### src/rtl/calc_pkg.sv
// Shared definitions for the calculator: operation codes, FSM state encodings
// and the default operand width.
package calc_pkg;

  localparam int unsigned CALC_WIDTH = 16;

  localparam logic [1:0] OP_ADD = 2'd0;
  localparam logic [1:0] OP_SUB = 2'd1;
  localparam logic [1:0] OP_MUL = 2'd2;
  localparam logic [1:0] OP_DIV = 2'd3;

  typedef enum logic [2:0] {
    StGetA  = 3'd0,
    StGetB  = 3'd1,
    StGetOp = 3'd2,
    StExec  = 3'd3,
    StShow  = 3'd4
  } state_e;

endpackage

### src/rtl/calc_iter_unit.sv
// Iterative unsigned multiplier (shift-add) and restoring divider, one bit per
// cycle. result/hi_nonzero show the value the current step produces, so on the
// WIDTH-th cycle after start they carry the final answer ahead of the clock
// edge and the caller can register it on that same edge.
module calc_iter_unit
  import calc_pkg::*;
#(
  parameter int unsigned WIDTH = CALC_WIDTH
) (
  input  logic             clk,
  input  logic             rst,
  input  logic             start,
  input  logic [1:0]       op,
  input  logic [WIDTH-1:0] a,
  input  logic [WIDTH-1:0] b,
  output logic             busy,
  output logic [WIDTH-1:0] result,
  output logic             hi_nonzero
);

  localparam int unsigned CntW = (WIDTH > 1) ? $clog2(WIDTH) : 1;

  logic               is_div_q;
  logic [CntW-1:0]    cnt_q;
  logic [2*WIDTH-1:0] mcand_q, prod_q, prod_d;
  logic [WIDTH-1:0]   mplier_q;
  logic [WIDTH-1:0]   rem_q, quo_q, div_q, rem_d, quo_d;
  logic [WIDTH:0]     shifted, trial;

  // One multiply step and one restoring-divide step from the current copies.
  always_comb begin
    prod_d  = prod_q + (mplier_q[0] ? mcand_q : '0);
    shifted = {rem_q, quo_q[WIDTH-1]};
    trial   = shifted - {1'b0, div_q};
    // trial[WIDTH] set means the trial subtraction went negative: restore.
    rem_d   = trial[WIDTH] ? shifted[WIDTH-1:0] : trial[WIDTH-1:0];
    quo_d   = {quo_q[WIDTH-2:0], ~trial[WIDTH]};
  end

  // Outputs reflect the step in progress.
  always_comb begin
    result     = is_div_q ? quo_d : prod_d[WIDTH-1:0];
    hi_nonzero = !is_div_q && (prod_d[2*WIDTH-1:WIDTH] != '0);
  end

  // Load operand copies on start, then iterate for WIDTH cycles.
  always_ff @(posedge clk or negedge rst) begin
    if (!rst) begin
      is_div_q <= 1'b0;
      cnt_q    <= '0;
      busy     <= 1'b0;
      mcand_q  <= '0;
      prod_q   <= '0;
      mplier_q <= '0;
      rem_q    <= '0;
      quo_q    <= '0;
      div_q    <= '0;
    end else if (start) begin
      is_div_q <= (op == OP_DIV);
      cnt_q    <= '0;
      busy     <= 1'b1;
      mcand_q  <= {{WIDTH{1'b0}}, a};
      prod_q   <= '0;
      mplier_q <= b;
      rem_q    <= '0;
      quo_q    <= a;
      div_q    <= b;
    end else if (busy) begin
      mcand_q  <= mcand_q << 1;
      mplier_q <= mplier_q >> 1;
      prod_q   <= prod_d;
      rem_q    <= rem_d;
      quo_q    <= quo_d;
      cnt_q    <= cnt_q + 1'b1;
      if (cnt_q == CntW'(WIDTH - 1)) begin
        busy <= 1'b0;
      end
    end
  end

endmodule

### src/rtl/calc_sequencer.sv
// Four-function calculator sequencer: collects A, B and an operation from the
// switches on enter pulses, computes C (ADD/SUB in one cycle, MUL/DIV over
// WIDTH cycles), shows the result and allows chaining it into the next op.
module calc_sequencer
  import calc_pkg::*;
#(
  parameter int unsigned WIDTH = CALC_WIDTH
) (
  input  logic             clk,
  input  logic             rst,
  input  logic [WIDTH-1:0] sw,
  input  logic             enter,
  input  logic             clear,
  input  logic [1:0]       op_sel,
  output logic [WIDTH-1:0] A,
  output logic [WIDTH-1:0] B,
  output logic [WIDTH-1:0] C,
  output logic [2:0]       state,
  output logic             busy,
  output logic             done,
  output logic             ovf,
  output logic             dz
);

  localparam int unsigned CntW = (WIDTH > 1) ? $clog2(WIDTH) : 1;

  state_e           state_q;
  logic [1:0]       op_q;
  logic [CntW-1:0]  exec_cnt;
  logic [WIDTH:0]   sum;
  logic             iter_start, iter_busy, iter_hi_nonzero;
  logic [WIDTH-1:0] iter_result;

  assign state = state_q;

  // Carry-extended sum for ADD.
  always_comb begin
    sum = {1'b0, A} + {1'b0, B};
  end

  // The iterative unit loads its copies on the same edge that enters EXEC.
  always_comb begin
    iter_start = (state_q == StGetOp) && enter && !clear && op_sel[1];
  end

  calc_iter_unit #(
    .WIDTH(WIDTH)
  ) u_iter (
    .clk       (clk),
    .rst       (rst),
    .start     (iter_start),
    .op        (op_sel),
    .a         (A),
    .b         (B),
    .busy      (iter_busy),
    .result    (iter_result),
    .hi_nonzero(iter_hi_nonzero)
  );

  // Main FSM with registered outputs; clear overrides everything.
  always_ff @(posedge clk or negedge rst) begin
    if (!rst) begin
      state_q  <= StGetA;
      op_q     <= OP_ADD;
      exec_cnt <= '0;
      A        <= '0;
      B        <= '0;
      C        <= '0;
      busy     <= 1'b0;
      done     <= 1'b0;
      ovf      <= 1'b0;
      dz       <= 1'b0;
    end else begin
      done <= 1'b0;
      if (clear) begin
        state_q  <= StGetA;
        exec_cnt <= '0;
        A        <= '0;
        B        <= '0;
        C        <= '0;
        busy     <= 1'b0;
        ovf      <= 1'b0;
        dz       <= 1'b0;
      end else begin
        unique case (state_q)
          StGetA: begin
            if (enter) begin
              A       <= sw;
              state_q <= StGetB;
            end
          end
          StGetB: begin
            if (enter) begin
              B       <= sw;
              state_q <= StGetOp;
            end
          end
          StGetOp: begin
            if (enter) begin
              op_q     <= op_sel;
              ovf      <= 1'b0;
              dz       <= 1'b0;
              exec_cnt <= '0;
              busy     <= 1'b1;
              state_q  <= StExec;
            end
          end
          StExec: begin
            unique case (op_q)
              OP_ADD: begin
                C       <= sum[WIDTH-1:0];
                ovf     <= sum[WIDTH];
                busy    <= 1'b0;
                done    <= 1'b1;
                state_q <= StShow;
              end
              OP_SUB: begin
                C       <= A - B;
                ovf     <= (A < B);
                busy    <= 1'b0;
                done    <= 1'b1;
                state_q <= StShow;
              end
              default: begin
                if (op_q == OP_DIV && B == '0) begin
                  C       <= '1;
                  dz      <= 1'b1;
                  ovf     <= 1'b0;
                  busy    <= 1'b0;
                  done    <= 1'b1;
                  state_q <= StShow;
                end else if (iter_busy && exec_cnt == CntW'(WIDTH - 1)) begin
                  C       <= iter_result;
                  ovf     <= iter_hi_nonzero;
                  busy    <= 1'b0;
                  done    <= 1'b1;
                  state_q <= StShow;
                end else begin
                  exec_cnt <= exec_cnt + 1'b1;
                end
              end
            endcase
          end
          StShow: begin
            if (enter) begin
              A       <= C;
              B       <= '0;
              C       <= '0;
              state_q <= StGetB;
            end
          end
          default: state_q <= StGetA;
        endcase
      end
    end
  end

endmodule

### config.mk
export PLATFORM = sky130hd
export DESIGN_NAME = calc_sequencer
export DESIGN_NICKNAME = d
export VERILOG_FILES = /design/src/rtl/calc_pkg.sv /design/src/rtl/calc_iter_unit.sv /design/src/rtl/calc_sequencer.sv
export SDC_FILE = /design/constraint.sdc
export NUM_CORES = 1
export LEC_CHECK = 0
export ABC_AREA = 1
export BUFFER_PORTS_ARGS = -buffer_cell sky130_fd_sc_hd__buf_2
export CELL_PAD_IN_SITES_DETAIL_PLACEMENT = 1
export CELL_PAD_IN_SITES_GLOBAL_PLACEMENT = 1
export CORE_AREA = 2 2 220 135
export CTS_BUF_LIST = sky130_fd_sc_hd__clkbuf_4
export CTS_CLUSTER_SIZE = 16
export DETAILED_ROUTE_END_ITERATION = 10
export DIE_AREA = 0 0 222 137
export PLACE_DENSITY = 0.89
export SLEW_MARGIN = 20
export SYNTH_ARGS = -nofsm -noshare
export SYNTH_HDL_FRONTEND = slang
export SYNTH_SLANG_ARGS = --single-unit
### constraint.sdc
create_clock -name clk -period 2.8 [get_ports clk]
set_input_delay 0.28 -clock clk [delete_from_list [all_inputs] [get_ports clk]]
set_output_delay 0.28 -clock clk [all_outputs]
set_load 0.01 [all_outputs]
==> summary.md <==
| Metric | Value |
|---|---|
| Post-synth EDFFs | 0 |
| Slew Viols, Final | 0 |
| CP startpoint kind | flip-flop |
| Layout cells sized above 1 | approximately 26% |
| Main synth FF type | dfrtp_1 |
| GPL Wtd Cong | 0.998 |
| Pin count of the biggest net entering global routing | 76 |
| Final hold violations | 0 |
| Share of synthesized flip-flops with an asynchronous set or reset | between 90% and 100% |
| Fmax | 312 MHz |
| GRT overflow | 0 |
| Layout fillers | about 3500 |
| #FFs+latches synth | 195 |
| Die height | around 140 µm |
| Initial antenna violation count | 5 |
| Leading area contributor after synthesis | dfrtp_1 |
| Final worst slack | -0.405 ns |
| Hold_ws | roughly 0.14 ns |
| Synth Instances | 1849 |
| Setup crit end kind | flip-flop |
| Antenna-violating nets left | 0 |
| Commonest cells after routing, fill and taps aside | 472 x nand2_1, 275 x inv_1, 194 x dfrtp_1 |
| Num ports | 77 |
| CP required | around 3.4 ns |
| DRC viols | 0 |
| CP max FO | 6 |
| Mapped Area | roughly 13000 µm² |
| Die Span X | 222 µm |
| Initial Util | 46.5% |
| Clk pin slew, worst setup/hold paths | roughly 0.25 ns |
| Nets@finish | 2188 |
| Via Count | 15700 |
| Worst Tran Pin Value | around 0.98 ns |
| Core ar. | around 28000 µm² |
| Max_slew headroom | 34.8% |
| Total chip power | ~0.016 W |
| Register area | just under 5000 µm² |
| Max-cap viol count | 0 |
| Synth Area per Inst | roughly 7.1 µm² |
| Root Buffer | clkbuf_4 |
| Inserted Clock Buffers | 17 |
| Synth cell types | 53 |
| Routed len/inst | between 20 and 30 µm |
| Unrepaired setup endpoints after global routing | true |
| VDD IR max | 0.573 mV |
| Number of global-route vias before repair | between 15000 and 20000 |
| Status | finished with violations |
| Final Cycle Share | 114% |
| Worst slack, placed | -0.362 ns |
| Area Growth Syn to Fin | 28.4% |
| R2R Path End | ovf$_DFFE_PN0P_ |
| Fin crit period | around 3.2 ns |
| # rows | 48 |
| Reg2reg path depth | 22 |
| WL final | just under 70000 µm |
| Multi-input gate area | approximately 8000 µm² |
| CTS tree | done |
| Die area | slightly above 30000 µm² |
| Ys Warns | 0 |
| Critical path arrival | roughly 3.9 ns |
| HP Class | in2async |
| Drt initial violations | between 2000 and 2500 |
| Clock Skew | roughly 0.063 ns |
| CP startpoint | u_iter.mplier_q[0]$_DFFE_PN0P_ |
| First-pass GRT wire length | around 90000 µm |
| Leak | 8.90 nW |
| Synth area leaders | dfrtp_1 37%, nand2_1 16%, inv_1 8.5% |
| Setup-failing EPs final | 23 |
| Launching point of the worst reg2reg path | u_iter.mplier_q[0]$_DFFE_PN0P_ |
| Commonest non-fill, non-tap cell in the layout | nand2_1 |
| Maximum clock path buffer count | 2 |
| First-pass detailed-route iteration total | 7 |
| Tot GR Track Use | 38.9% |
| Post-synthesis sequential area ratio | a little under two fifths |
| Synth top area share | 36.9% |
| HPWL after detailed placement | about 42000 µm |
| Clk_lat worst skew | 0.77 ns |
| H-tree Lvls | 4 |
| R2R Setup Slk | -0.41 ns |
| Post-synth net total | between 1500 and 2000 |
| Clock sinks | a little under 200 |
| Violated checks | negative setup slack |
| Input/output buffers | 76 |
| Pwr per Cell Area | around 970 nW/µm² |
| Crit path kind | reg2reg |
| Vias per std cell | 6.35 |
flip-flops by register name, indices dropped and copies added, names as in the netlist:
name	count
state	3
u_iter.prod_q	32
u_iter.rem_q	16
ovf	1
exec_cnt	4
done	1
op_q	2
u_iter.mplier_q	16
A	16
u_iter.is_div_q	1
B	16
dz	1
u_iter.quo_q	16
u_iter.busy	1
u_iter.div_q	16
u_iter.cnt_q	4
u_iter.mcand_q	32
busy	1
C	16
metal layers:
| metal | track usage (%) | routed length [µm] | vias to the layer above |
|---|---|---|---|
| met3 | 12.8 | 8250 | 350 |
| met4 | 13.9 | 3730 | 2 |
| met5 | 0 | 13 | - |
| met1 | 51.6 | 26100 | 7772 |
| li1 | - | - | 6443 |
| met2 | 59.9 | 29500 | 1144 |
cells by family (layout without fill, tap and decap cells):
kind of cell             count (synthesis)  after routing  share of synthesized area (%)
flip-flops                             195            195                           36.9
other                                    0              5                              0
AND/OR/NAND/NOR                        821            821                           25.7
XOR/XNOR                                39             39                           2.58
AO/OA/AOI/OAI                          341            341                           15.6
buffers and inverters                  367            612                           10.8
adder cells (fa/ha/maj)                 85             85                           8.27
multiplexers                             1              1                         0.0757
repair_timing:
item | in CTS | in global routing
pin swaps | 8 | 98
gates cloned | 0 | 4
gates resized for setup | 67 | 238
hold endpoints to repair | 111 | 0
setup buffers | 8 | 30
setup endpoints to repair | 22 | 29
hold buffers | 21 | 0
synthesized netlist by cell type, types with 18 or more instances:
cell and n:
nand2_1 564, inv_1 299, dfrtp_1 195, o21ai_0 120, nor2_1 105, nand3_1 87, a21oi_1 81, ha_1 81
clkbuf_1 37, o211ai_1 31, o221ai_1 28, a31oi_1 22, nand4_1 21, xnor2_1 21, nor3_1 19, xor2_1 18
area by class of cell:
| type | count | share of cell area [%] |
|---|---|---|
| multi-input cells | 1287 | 47.1 |
| flip-flops and latches | 195 | 28.8 |
| repair buffers | 271 | 12.4 |
| inverters | 309 | 6.88 |
| well taps | 375 | 2.76 |
| clock inverters | 15 | 1.33 |
| clock buffers | 17 | 0.752 |
| diodes | 5 | 0.0737 |
power breakdown:
| group | internal [W] | switching (W) |
|---|---|---|
| clock | 0.000473 | 0.00146 |
| sequential | 0.00375 | 0.00101 |
| combinational | 0.00330 | 0.00646 |
critical path: stages, from the launching register on:
cell     delay, ns
dfrtp_2       0.54
buf_12        0.19
nand2_1       0.09
inv_1         0.10
ha_4          0.32
buf_4         0.14
nand2_1       0.12
nor2_2        0.22
nand2_2       0.08
nand2_2       0.10
nand2_1       0.07
nand2_1       0.11
nand2_2       0.10
nand2_1       0.11
nand2_1       0.09
nand2_1       0.13
nand2_2       0.08
nor2_2        0.13
nand3_2       0.12
nand2_2       0.09
nand2_2       0.06
nand2_1       0.07
nand2_1       0.05
worst max-delay path by stage:
stage	endpoint	cells after the start	slack, ns
2_1_floorplan	u_iter.rem_q[5]$_DFFE_PN0P_	14	0.34
3_3_place_gp	C[0]$_DFFE_PN0P_	15	-0.15
3_5_place_dp	C[0]$_DFFE_PN0P_	16	-0.36
4_1_cts	ovf$_DFFE_PN0P_	21	-0.09
5_1_grt	ovf$_DFFE_PN0P_	22	-0.45
6_report	ovf$_DFFE_PN0P_	22	-0.41
metrics by stage:
step / setup TNS [ns] / instance area, µm² / instances / util (%)
2_1_floorplan: 0 / 13200 / 1849 / -
3_3_place_gp: -0.261 / 14900 / 2375 / 52.5
3_5_place_dp: -2.89 / 14900 / 2375 / 52.5
4_1_cts: -0.0914 / 15800 / 2436 / 55.8
5_1_grt: -4.37 / 17000 / 2472 / 59.7
6_report: -3.45 / 17000 / 2474 / 59.8
No activity file was read; power rests on OpenSTA's default activity.
